### src/rtl/difftest_commit_unit.sv
// difftest_commit_unit: registered commit-tracking stage between the core's
// retire point and the Difftest reporting modules. Packs valid retiring slots
// downward, applies skip / x0-write rules, counts cycles and instructions,
// and stops reporting once the trap instruction has been committed.
module difftest_commit_unit #(
  parameter int          COMMIT_WIDTH = 2,
  parameter logic [63:0] PC_START     = 64'h8000_0000,
  parameter logic [6:0]  TRAP_OPCODE  = 7'h6b
) (
  input  logic                       clock,
  input  logic                       reset,
  input  logic [COMMIT_WIDTH-1:0]    in_valid,
  input  logic [64*COMMIT_WIDTH-1:0] in_pc,
  input  logic [32*COMMIT_WIDTH-1:0] in_inst,
  input  logic [COMMIT_WIDTH-1:0]    in_wen,
  input  logic [5*COMMIT_WIDTH-1:0]  in_wdest,
  input  logic [64*COMMIT_WIDTH-1:0] in_wdata,
  input  logic [COMMIT_WIDTH-1:0]    in_skip,
  input  logic [7:0]                 in_trap_code,
  output logic [COMMIT_WIDTH-1:0]    out_valid,
  output logic [64*COMMIT_WIDTH-1:0] out_pc,
  output logic [32*COMMIT_WIDTH-1:0] out_inst,
  output logic [COMMIT_WIDTH-1:0]    out_wen,
  output logic [8*COMMIT_WIDTH-1:0]  out_wdest,
  output logic [64*COMMIT_WIDTH-1:0] out_wdata,
  output logic [COMMIT_WIDTH-1:0]    out_skip,
  output logic                       trap_valid,
  output logic [7:0]                 trap_code,
  output logic [63:0]                trap_pc,
  output logic [63:0]                cycle_cnt,
  output logic [63:0]                instr_cnt,
  output logic                       halted
);

  typedef enum logic {
    ST_RUN    = 1'b0,
    ST_HALTED = 1'b1
  } state_e;

  state_e state_q;

  // Packed next-cycle view of the current retire group
  logic [COMMIT_WIDTH-1:0]    valid_d;
  logic [64*COMMIT_WIDTH-1:0] pc_d;
  logic [32*COMMIT_WIDTH-1:0] inst_d;
  logic [COMMIT_WIDTH-1:0]    wen_d;
  logic [8*COMMIT_WIDTH-1:0]  wdest_d;
  logic [64*COMMIT_WIDTH-1:0] wdata_d;
  logic [COMMIT_WIDTH-1:0]    skip_d;
  logic                       trap_hit;
  logic [63:0]                trap_pc_d;
  logic [63:0]                commit_n;
  int                         k;

  // Registered copies driving the outputs
  logic [COMMIT_WIDTH-1:0]    valid_q;
  logic [64*COMMIT_WIDTH-1:0] pc_q;
  logic [32*COMMIT_WIDTH-1:0] inst_q;
  logic [COMMIT_WIDTH-1:0]    wen_q;
  logic [8*COMMIT_WIDTH-1:0]  wdest_q;
  logic [64*COMMIT_WIDTH-1:0] wdata_q;
  logic [COMMIT_WIDTH-1:0]    skip_q;
  logic                       trap_valid_q;
  logic [7:0]                 trap_code_q;
  logic [63:0]                trap_pc_q;
  logic [63:0]                cycle_q;
  logic [63:0]                instr_q;
  logic                       halted_q;

  // Scan slots oldest-first, pack survivors downward, stop after the trap slot
  always_comb begin
    // NOTE: every combinational output gets a default first so no path leaves it unassigned (no latch).
    valid_d   = '0;
    pc_d      = '0;
    inst_d    = '0;
    wen_d     = '0;
    wdest_d   = '0;
    wdata_d   = '0;
    skip_d    = '0;
    trap_hit  = 1'b0;
    trap_pc_d = '0;
    k         = 0;
    for (int i = 0; i < COMMIT_WIDTH; i++) begin
      if (in_valid[i] && !trap_hit) begin
        valid_d[k]          = 1'b1;
        pc_d[64*k +: 64]    = in_pc[64*i +: 64];
        inst_d[32*k +: 32]  = in_inst[32*i +: 32];
        // Writes to x0 are architecturally invisible, so they are not reported
        wen_d[k]            = in_wen[i] & (|in_wdest[5*i +: 5]);
        if (wen_d[k]) begin
          wdest_d[8*k +: 8]  = {3'b000, in_wdest[5*i +: 5]};
          wdata_d[64*k +: 64] = in_wdata[64*i +: 64];
        end
        // The reset PC commit is skipped by the reference model
        skip_d[k]           = in_skip[i] | (in_pc[64*i +: 64] == PC_START);
        if (in_inst[32*i +: 7] == TRAP_OPCODE) begin
          trap_hit  = 1'b1;
          trap_pc_d = in_pc[64*i +: 64];
        end
        k = k + 1;
      end
    end
    commit_n = 64'(k);
  end

  // RUN/HALTED state machine with all reported fields registered
  always_ff @(posedge clock or posedge reset) begin
    if (reset) begin
      state_q      <= ST_RUN;
      valid_q      <= '0;
      pc_q         <= '0;
      inst_q       <= '0;
      wen_q        <= '0;
      wdest_q      <= '0;
      wdata_q      <= '0;
      skip_q       <= '0;
      trap_valid_q <= 1'b0;
      trap_code_q  <= '0;
      trap_pc_q    <= '0;
      cycle_q      <= '0;
      instr_q      <= '0;
      halted_q     <= 1'b0;
    end else begin
      // NOTE: non-blocking assignments so every register samples pre-edge values.
      case (state_q)
        ST_RUN: begin
          valid_q      <= valid_d;
          pc_q         <= pc_d;
          inst_q       <= inst_d;
          wen_q        <= wen_d;
          wdest_q      <= wdest_d;
          wdata_q      <= wdata_d;
          skip_q       <= skip_d;
          cycle_q      <= cycle_q + 64'd1;
          instr_q      <= instr_q + commit_n;
          trap_valid_q <= trap_hit;
          if (trap_hit) begin
            trap_code_q <= in_trap_code;
            trap_pc_q   <= trap_pc_d;
            halted_q    <= 1'b1;
            state_q     <= ST_HALTED;
          end
        end
        ST_HALTED: begin
          // Only reset leaves HALTED; nothing further is reported
          valid_q      <= '0;
          pc_q         <= '0;
          inst_q       <= '0;
          wen_q        <= '0;
          wdest_q      <= '0;
          wdata_q      <= '0;
          skip_q       <= '0;
          trap_valid_q <= 1'b0;
        end
      endcase
    end
  end

  assign out_valid  = valid_q;
  assign out_pc     = pc_q;
  assign out_inst   = inst_q;
  assign out_wen    = wen_q;
  assign out_wdest  = wdest_q;
  assign out_wdata  = wdata_q;
  assign out_skip   = skip_q;
  assign trap_valid = trap_valid_q;
  assign trap_code  = trap_code_q;
  assign trap_pc    = trap_pc_q;
  assign cycle_cnt  = cycle_q;
  assign instr_cnt  = instr_q;
  assign halted     = halted_q;

endmodule

### config.mk
export PLATFORM = sky130hd
export DESIGN_NAME = difftest_commit_unit
export DESIGN_NICKNAME = d
export VERILOG_FILES = /design/src/rtl/difftest_commit_unit.sv
export SDC_FILE = /design/constraint.sdc
export NUM_CORES = 1
export LEC_CHECK = 0
export CAP_MARGIN = 20
export CORE_AREA = 2 2 342 344
export DETAILED_ROUTE_END_ITERATION = 10
export DIE_AREA = 0 0 344 346
export PLACE_DENSITY = 0.45
export REMOVE_ABC_BUFFERS = 1
export SLEW_MARGIN = 20
export SYNTH_ARGS = -nofsm -noshare
export SYNTH_HDL_FRONTEND = slang
export SYNTH_SLANG_ARGS = --single-unit
### constraint.sdc
create_clock -name clock -period 44.6 [get_ports clock]
set_clock_uncertainty 0.1 [all_clocks]
set_input_delay 4.46 -clock clock [delete_from_list [all_inputs] [get_ports clock]]
set_output_delay 4.46 -clock clock [all_outputs]
set_load 0.05 [all_outputs]
Word level (Yosys, flattened, before mapping)
Index checks and enable logic that the tools add are counted.

cells by class
  add/subtract/negate cells = 6
  magnitude comparators = 2
  eq/ne operators = 4
  shift operators = 7
  muxes and demuxes = 49
  bitwise operators = 6
  reductions and logical operators = 6

operators with widths
  cell                                                                            number
  64-bit 2-to-1 mux                                                               8
  128-bit case mux with 2 select lines                                            2
  128-bit 2-to-1 mux                                                              3
  128-bit bitwise mux                                                             2
  64-bit by 33-bit indexed part select with 128-bit output                        2
  64-bit by 32-bit == test with 1-bit output (second input constant)              2
  64-bit case mux with 2 select lines                                             1
  64-bit by 33-bit variable shift with 128-bit output (first input constant)      1
  32-bit negator with 33-bit output                                               3
  64-bit by 1-bit adder with 64-bit output (second input constant)                1
  64-bit adder                                                                    1
  64-bit bitwise mux                                                              1
  32-bit 2-to-1 mux                                                               2
  32-bit by 33-bit variable shift with 64-bit output (first input constant)       1
  32-bit by 33-bit indexed part select with 64-bit output                         1
  8-bit by 33-bit variable shift with 16-bit output (first input constant)        1
  8-bit by 33-bit indexed part select with 16-bit output                          1
  32-bit by 2-bit adder with 32-bit output (second input constant)                1
  32-bit by 1-bit >= comparator with 1-bit output (second input constant)         1
  32-bit by 3-bit less-than comparator with 1-bit output (second input constant)  1
  16-bit 2-to-1 mux                                                               2
  16-bit case mux with 2 select lines                                             1
  16-bit bitwise mux                                                              1
  7-bit == test (second input constant)                                           2
  other kinds (15)                                                                38

storage, ports and cells
  bits in registers = 545
  input port bits = 346
  output and inout port bits = 544
  word-level logic and storage cells = 94

Depth between registers and ports, before layout
  depth in word-level cells = 12
  depth in mapped cells = 14
  depth with buffers taken out = 11

Worst setup path after synthesis
OpenSTA, ideal clock, no wires.

  kind = in2reg
  from = input in_inst[2]
  to = register instr_q[60], in the netlist instr_cnt[60]
  setup time = 0.141 ns
  data arrival time = 7.402 ns
  required time = 44.359 ns
  slack = 36.957 ns
  stages = 14
  buffers on the path = 3
  cells stage by stage = nand4b_1 -> or3_1 -> clkbuf_1 -> buf_1 -> nand2_1 -> ha_1 -> ha_1 -> fa_1 -> nand4b_1 -> or4_4 -> nor4b_4 -> buf_6 -> nand4_1 -> xnor2_1

on the way
  word-level cells in the longest chain between the ends = 7

ends and longest elaborated chain
  item                    RTL line  RTL
  start: declaration      14        input logic [32*COMMIT_WIDTH-1:0] in_inst,
  7-bit == test           96        if (in_inst[32*i +: 7] == TRAP_OPCODE) begin
  1-bit 2-to-1 mux        96
  1-bit 2-to-1 mux        84        if (in_valid[i] && !trap_hit) begin
  1-bit zero test         84
  1-bit logical AND       84
  32-bit 2-to-1 mux       84
  64-bit adder            135       instr_q <= instr_q + commit_n;
  end signal: assignment  135
  end: declaration        67        logic [63:0] instr_q;

No other way between the ends.
A chain may end at the register's enable or synchronous reset.

Worst setup path in the final report
  from = input in_valid[0]
  to = register instr_q[60], in the netlist instr_cnt[60]

on the way
  word-level cells in the longest chain between the ends = 5
  elaborated cells on any way between the ends = 7
  classes of those cells = add/sub: 2; mux: 3; reduce/logical: 2

ends and longest elaborated chain
  item                                                                                              RTL line  RTL
  start: declaration                                                                                12        input logic [COMMIT_WIDTH-1:0] in_valid,
  parallel branches: the longest is 3 deep, another holds 32-bit by 2-bit adder with 32-bit output  --
  32-bit 2-to-1 mux *                                                                               84
  64-bit adder *                                                                                    135

Mark *: on every way between the ends.

==> metrics.yaml <==
synth-compound-area-share_pct: 11.2
run_status: "completed"
worstSkewPairLatency_ns: 0.61
largest_family_of_logic_cells_by_synthesized_area: "simple AND/OR/NAND/NOR gates"
average_detailed_routed_wire_length_per_instance_um: 23.1
post_synth_and_or_nand_nor_area_fraction_pct: 17.0
finalCoreUtilization_pct: 29.7
finalCritPeriodShare_pct: 18.1
post_layout_cell_count: 4235
ys_seq_area_share_pct: 63.3
cts_hold_repair.buffers: 0
area_growth_pct: 60.8
required_ns: 45.00
total_number_of_placement_rows: 125
synth_ff_type: "dfrtp_1"
detail-route-antenna-nets: 0
cts-root-buf: "clkbuf_16"
nNetsFinal: 3000
numPlacedInstances: 4101
grt_max_degree: 162
critical_path.endpoint_type: "register"
place_hpwl_mm: 71.9
synth-edff-count: 0
die_area_um2: 119000
number_of_violations_of_the_max_capacitance_limit: 0
synthDistinctLibCells: 50
cts.sinks: 539
async_reset_ff_share_pct: 100
number_of_stages_on_the_worst_hold_path: 1
die_w_um: 344
leakage_uw: 0.0143
finalWirelength_mm: 98.0
worst_slew_pin_slew_ns: 1.09
maxSlewViolCount: 0
highest_layer: "met4"
wl_met3_mm: 8.46
postSynthCellCount: 1784
post_route_met1_wirelength_mm: 39.3
placement.io_buffers: 883
ctsHtreeMaxLevel: 3
routed-via-count: 17800
grt-ovfl-total: 0
yosys.area_share.adder_pct: 0.329
number_of_drc_violations_after_detailed_routing_iteration_0: 909
post_synth_mux_area_share_pct: 0.581
cts.repair.resized: 0
yosys_register_bits: 539
setup_repair_after_global_routing_missed_its_margin: "no"
fin_tns_setup_ns: 0
min-delay-path-class: "reg2reg"
die_y_um: 346
synth-warning-count: 0
final.min_clock_period_ns: 8.09
gp_congestion: 0.790
cts_buffers: 70
coreArea_um2: 115000
timing.critical_path.from_type: "input pin"
first_pass_iters: 5
syn-cell-area_um2: 21300
first_global_vias: 18700
syn-mean-instance-area_um2: 11.9
synthesized_area_fraction_occupied_by_xor_and_xnor_cells_pct: 5.14
vias_per_cell: 4.20
clk_pin_slew_ns: 0.06
wire_length_of_the_first_global_routing_pass_mm: 140
crit_arrival_ns: 8.50
floorplan.initialDensity_pct: 18.5
final_hold_viol_count: 0
cts_tree: "built"
ir_worst_vdd_uv: 26.1
clock_tree.buffer_depth: 3
antenna_found_initial: 9
met2_wirelength_mm: 47.6
ios: 890
cts_setup_buffers: 0
worst_reg2reg_path_depth: 4
setup_viol_count_final: 0
groute.usage.overall_pct: 16.1
drc: 0
drive_gt1_share_pct: 5.99
relative_slew_margins_pct: 27.5
fmax_mhz: 124
criticalPathCategory: "in2reg"
cellPowerDensity_nw_per_um2: 44.5
cp_max_fo: 30
==> metal layers <==
| layer | GRT usage [%] | up-vias |
|---|---|---|
| met5 | 0 | - |
| met4 | 4.89 | 0 |
| met3 | 5.87 | 129 |
| met2 | 26.7 | 661 |
| met1 | 19.2 | 8957 |
| li1 | - | 8061 |
==> cells by family after synthesis <==
kind of cell	after synthesis
and+or+nand+nor	675
xor gates and xnor gates	125
adders and majority gates	5
AOI/OAI and AO/OA	299
buffers and inverters	129
muxes	11
other	1
DFF	539
==> worst paths after layout <==
kind	from	endpoint	slack, ns
max in group asynchronous	reset	trap_pc[45]	37.85
max	in_valid[0]	instr_cnt[60]	36.51
min reg2reg	cycle_cnt[63]	cycle_cnt[63]	0.37
min	cycle_cnt[63]	cycle_cnt[63]	0.37
min in group asynchronous	reset	out_wdata[1]	4.24
max reg2reg	state_q	trap_code[2]	41.47
==> through the flow <==
stage	setup slack [ns]	power (uW)	hold WS, ns	instance area [um2]
final	36.51	1520	0.365	34300
after detailed placement	35.80	953	0.360	31800
after global placement	35.89	953	0.355	31800
after floorplan	24.97	772	0.679	20900
after global routing	36.26	1590	0.390	34200
after CTS	36.52	1560	0.368	34200
==> final cells by class <==
type | count | area [um2]
Antenna cell | 7 | 17.5
Clock buffer | 106 | 2080
Clock inverter | 21 | 309
Fill cell | 12000 | 81200
Inverter | 16 | 68.8
Multi-Input combinational cell | 1121 | 7380
Sequential cell | 539 | 13500
Tap cell | 1524 | 1910
Timing Repair Buffer | 901 | 9000
==> sequential cells by signal, indices dropped and copies added (netlist names) <==
| register | count |
|---|---|
| cycle_cnt | 64 |
| halted | 1 |
| instr_cnt | 64 |
| out_inst | 64 |
| out_pc | 128 |
| out_skip | 2 |
| out_valid | 2 |
| out_wdata | 128 |
| out_wdest | 10 |
| out_wen | 2 |
| state_q | 1 |
| trap_code | 8 |
| trap_pc | 64 |
| trap_valid | 1 |
==> synthesized netlist by cell type (33+ instances only) <==
master    number  share of area, %
nor2_1       211               3.7
xnor2_1       70               2.9
and2_1       163               4.8
nand3_1       46               1.1
xor2_1        55               2.3
dfrtp_1      539                63
clkbuf_1      91               1.6
nand4_1       45               1.3
a22oi_1      161               5.7
o22a_1       128               5.3
nor4_1        48               1.4
nand2_1       60               1.1
nor3_1        33              0.78
==> power by group <==
part / leakage (uW) / internal [uW] / switching, uW / total [uW]
clock network: 0.00116 / 354 / 233 / 587
registers: 0.00715 / 529 / 31.6 / 561
logic: 0.00597 / 127 / 250 / 377
total: 0.0143 / 1010 / 515 / 1520
==> cells in the final DEF (no fill, tap or decap), drive strengths merged, types with 4 or more instances in the layout <==
master,instances
mux2,11
nand2,60
or4,4
nor3,33
clkdlybuf4s50,882
xnor2,70
xor2,55
and2,164
conb,6
clkbuf,106
or3,5
nand4b,6
and4,13
o22a,128
bufinv,5
diode,7
a21oi,4
buf,19
ha,4
clkinv,9
and3,13
dfrtp,539
nand3,47
nor2,211
a22oi,161
inv,20
nand2b,5
nor4,52
nand4,47
==> critical path, stage by stage <==
cell	delay (ns)
buf_4	0.32
buf_4	0.48
nand2_1	0.18
or3_4	0.39
nand2_1	0.12
ha_1	0.15
ha_1	0.17
fa_1	0.23
nand4b_1	0.26
or4_4	0.53
nor4b_4	0.75
nand4_1	0.21
xnor2_1	0.17
Power figures use the tool's default switching activity.
==> variant 1: new RTL, same flow settings <==
Reset style: synchronous (`reset`), changed in one clocked block.
--- a/src/rtl/difftest_commit_unit.sv
+++ b/src/rtl/difftest_commit_unit.sv
@@ -104,7 +104,7 @@
   end
 
   // RUN/HALTED state machine with all reported fields registered
-  always_ff @(posedge clock or posedge reset) begin
+  always_ff @(posedge clock) begin
     if (reset) begin
       state_q      <= ST_RUN;
       valid_q      <= '0;
Behaviour: not the same (a bounded check fails within 4 cycles, from zero or initial values and one cycle with reset high; the reset may be asserted at any time).
==> variant 1 against the unedited design <==
Sequential cell count did not move. Wire length increased by 7.7%. First-iteration DRC count increased by 51%. Area after synthesis is 8.4% lower. Fmax decreased by 3.6%. Worst hold slack got worse by 0.0051 ns. Highest routed layer is now met5. Setup slack worse by 0.30 ns. Final area down 5.2%.
Power is not compared: it rests on default switching activity, and its combinational part moved more than twofold at a synthesized area within 25%.
==> variant 1: results (changes against the unedited design) <==
CP Class=in2reg; ant diodes=8 (+1); initial antenna violation count=17 (+8); port buffer count=883 (unchanged); placed wire-length estimate=79.3 mm (+10%); worst reg2reg path startpoint=instr_cnt[0]; run status=finished, final reports clean; Crit path arrival time=8.84 ns (+0.34 ns); Lkg Pwr=11.4 nW; post_cts resized=0 (unchanged); root buf cell=clkbuf_16; min-delay src=trap_pc[38]; share of layout cells above drive strength 1=5.33% (-0.66 points); number of multi-input logic gates=1372 (+22%); drt pass-1 iters=6 (+1); ys async rst share=0% (-100 points); RR Endpoint=instr_cnt[54]; post-CTS setup buffer count=0 (unchanged); syn_area_per_cell=9.49 um^2 (-21%); Nets=3255 (+8.5%); largest net degree at the start of global routing=156 (-3.7%); Synth top area share=55.3% (-8.0 points); Clock-cell share=7.55% (+0.58 points); Synth cell types=46 (-8.0%); CTS Buf Count=71 (+1.4%); Fillers=12321 (+3.1%); inverters=13 (-3); Worst R2R Path Depth=8 (+4); area occupied by multi-input gates=8240 um^2 (+12%); FFs & Latches=539 (unchanged); post-placement cell count=4355 (+6.2%); WHS Endpoint=trap_pc[38]; commonest cells in the netlist=539 x dfxtp_1, 276 x nor2_1, 171 x and2_1, 162 x a22oi_1, 128 x a21oi_1; worst-margin pin slew=0.995 ns (-0.0927 ns); r2r setup slk=41.43 ns (-0.04 ns); Main synth FF type=dfxtp_1; 1st-iter DRT viols=1369 (+51%); share of the yosys chip area belonging to registers=55.3% (-8.0 points); Via density=4.29 (+2.1%); hold_ws=0.360 ns (-0.00513 ns); Layout Cells excl Fill=4494 (+6.1%); Pint=0.905 mW; vias in the first global route=18643 (-0.20%); Final Wtd Congestion=0.821 (+3.9%); CLK BUF=107 (+0.94%); Wirelength per Cell=23.5 um (+1.5%); Signal buffers=907 (+0.67%); Tot GR Track Use=16.9% (+0.80 points); first-pass GRT wire length=145 mm (+3.7%); ranking of synthesized cells by area=dfxtp_1 55%, a22oi_1 6.2%, and2_1 5.5%; CP Launch Point=in_inst[6]; FF+latch area=10800 um^2 (-20%); non-clk buf share=27.8% (+1.5 points); Skew-Pair Late Insertion Delay=0.64 ns (+0.03 ns); CP max FO=29 (-3.3%)
[variant 1: worst max-delay path, stage by stage]
cell and delay, ns:
clkdlybuf4s50_1 0.49, and4b_1 0.27, nand3_2 0.59, nand2_1 0.25, ha_1 0.15, ha_1 0.16
inv_1 0.05, fa_1 0.42, nor3b_1 0.37, and3_1 0.51, nand4_1 0.46, or3_1 0.51
a21oi_1 0.14
[variant 1: cells by family (layout without fill, tap and decap cells)]
kind of cell	Yosys count	in the layout	synth area share [%]
other	1	14	0.0192
XOR/XNOR	65	65	2.92
buffers and inverters	151	1051	3.03
adder cells (fa/ha/maj)	5	5	0.359
AO/OA/AOI/OAI	420	420	14.4
AND/OR/NAND/NOR	866	866	23.5
flip-flops	539	539	55.3
multiplexers	10	10	0.513
[variant 1: power by group through the flow]
stage / clock, mW / sequential (mW) / combinational (mW)
6_report: 0.599 / 0.498 / 0.150
5_1_grt: 0.638 / 0.499 / 0.157
2_1_floorplan: 0 / 0.551 / 0.0243
3_5_place_dp: 0 / 0.508 / 0.150
4_1_cts: 0.619 / 0.498 / 0.151
3_3_place_gp: 0 / 0.508 / 0.151
[variant 1: stage by stage]
step           total power, mW  utilization, %  setup slack [ns]  area, um^2
2_1_floorplan            0.575               -             27.60       19000
3_3_place_gp             0.659            26.0             35.51       30000
3_5_place_dp             0.659            26.0             35.47       30000
4_1_cts                   1.27            28.1             36.18       32500
5_1_grt                   1.29            28.1             35.86       32500
6_report                  1.25            28.1             36.20       32500
[variant 1: routing by layer]
metal	vias up	track usage [%]	wire length (um)
met5	-	0	37
met4	6	5.62	3300
met3	149	6.04	10400
met2	802	27.0	48500
met1	9270	20.8	43400
li1	9072	-	-
==> variant 2: new RTL, same flow settings <==
Made on the original files. Set the parameter `PC_START` to 64'h40000000 (it was 64'h8000_0000).
--- a/src/rtl/difftest_commit_unit.sv
+++ b/src/rtl/difftest_commit_unit.sv
@@ -4,7 +4,7 @@
 // and stops reporting once the trap instruction has been committed.
 module difftest_commit_unit #(
   parameter int          COMMIT_WIDTH = 2,
-  parameter logic [63:0] PC_START     = 64'h8000_0000,
+  parameter logic [63:0] PC_START     = 64'h40000000,
   parameter logic [6:0]  TRAP_OPCODE  = 7'h6b
 ) (
   input  logic                       clock,
Function: changed (Yosys sat finds a counterexample within 4 cycles, from zero or initial values and one cycle with reset high).
==> variant 2 against the unedited design <==
Clock power down 3.9%. Highest routed layer is now met5. Final area is 0.45% lower. Register-to-register slack got worse by 0.04 ns. Total power is 1.3% lower. Sequential power barely moved. Critical path depth decreased by 2. Sequential cell count did not move. Area after synthesis shrank 0.20%. Setup slack better by 0.39 ns. Largest cell class unchanged. Synthesized cell count rose by 0.67%. Wire length grew 4.2%. Die area unchanged.
==> variant 2: results (changes against the unedited design) <==
adder-cell share of the synthesized area=0.330% (+0.00066 points); via count=17942 (+0.75%); met1 usage=20.5% (+1.2 points); Synth cell types=45 (-10%); first-pass GRT wire length=145 mm (+3.4%); post-synthesis xor/xnor area fraction=5.15% (+0.010 points); CTS Buf Count=71 (+1.4%); placed wire-length estimate=75.6 mm (+5.1%); Nets=3017 (+0.57%); 1st-iter DRT viols=1127 (+24%); ranking of synthesized cells by area=dfrtp_1 63%, a22oi_1 5.7%, o22a_1 5.3%; r2r setup slk=41.43 ns (-0.04 ns); Final Wtd Congestion=0.836 (+5.8%); compound-gate portion of the synthesized area=11.3% (+0.022 points); run status=finished, final reports clean; share of the yosys chip area belonging to registers=63.4% (+0.13 points); share of layout cells above drive strength 1=5.64% (-0.35 points); slowest stage delay, CP=0.66 ns (-0.09 ns); grt met2 use=28.7% (+2.0 points); mux share of post-synthesis cell area=0.583% (+0.0012 points); Tot GR Track Use=16.8% (+0.70 points); peak supply drop=0.0240 mV (-8.3%); hold_ws=0.372 ns (+0.00717 ns); WHS Endpoint=halted; initial antenna violation count=4 (-5); Lkg Pwr=14.2 nW (-0.45%); worst-margin pin slew=1.01 ns (-0.0825 ns); CP max FO=14 (-53%); vias in the first global route=18764 (+0.45%); Longest Clk Path Bufs=3 (unchanged); min-delay src=halted; M3 GR Usage=4.41% (-1.5 points); critical path's slowest cell=nor4_4; Crit path arrival time=8.14 ns (-0.36 ns); Clock H-tree levels=3 (unchanged)
[variant 2: cell types whose count changed after synthesis, sizes merged, moves of 4 or more]
cell	delta
and4	-9
nor4	+4
nand2	+7
and2	+5
nor2	+15
[variant 2: how the worst max path moves through the flow]
stage                     startpoint       endpoint  cells after the start
after floorplan                reset   cycle_cnt[0]                      1
after CTS                 in_inst[2]  instr_cnt[61]                     11
after global routing      in_inst[2]  instr_cnt[57]                     11
after detailed placement  in_inst[2]  instr_cnt[61]                     11
final                     in_inst[2]  instr_cnt[61]                     11
after global placement    in_inst[2]  instr_cnt[61]                     11
[variant 2: power breakdown]
group          total [mW]  internal, mW  switching [mW]
Sequential          0.560         0.529          0.0304
Combinational       0.380         0.128           0.253
Clock               0.564         0.334           0.230
[variant 2: area by class of cell]
cell class                      count  share of cell area [%]
Antenna cell                        9                  0.0661
Clock buffer                      103                    5.95
Clock inverter                     17                   0.635
Inverter                           17                   0.213
Multi-Input combinational cell   1131                    21.5
Sequential cell                   539                    39.6
Tap cell                         1524                    5.59
Timing Repair Buffer              906                    26.5
[variant 2: cell families after synthesis]
family | count (synthesis)
AOI/OAI and AO/OA | 299
DFF | 539
other | 1
buffers and inverters | 131
xor gates and xnor gates | 125
muxes | 11
adders and majority gates | 5
and+or+nand+nor | 685
[variant 2: per-layer routing]
layer  vias to the layer above  routed length, um
li1                       8067                  -
met1                      9119              42000
met2                       639              50900
met3                       115               6860
met4                         2               2390
met5                         -                 13
[variant 2: stage by stage]
stage	total power [mW]	utilization, %	cell area, um^2	std cells	setup slack, ns
after floorplan	0.774	-	20800	1687	24.97
after global placement	0.955	27.6	31800	4117	36.22
after detailed placement	0.954	27.6	31800	4117	36.19
after CTS	1.53	29.5	34100	4237	36.92
after global routing	1.57	29.5	34100	4239	36.68
final	1.50	29.5	34100	4246	36.90
[variant 2: worst max-delay path, delay by kind of cell]
family | cells | cell delay (ns)
AND/OR/NAND/NOR | 6 | 2.54
AO/OA/AOI/OAI | 1 | 0.14
adder cells (fa/ha/maj) | 2 | 0.38
XOR/XNOR | 1 | 0.16
buffers and inverters | 1 | 0.45
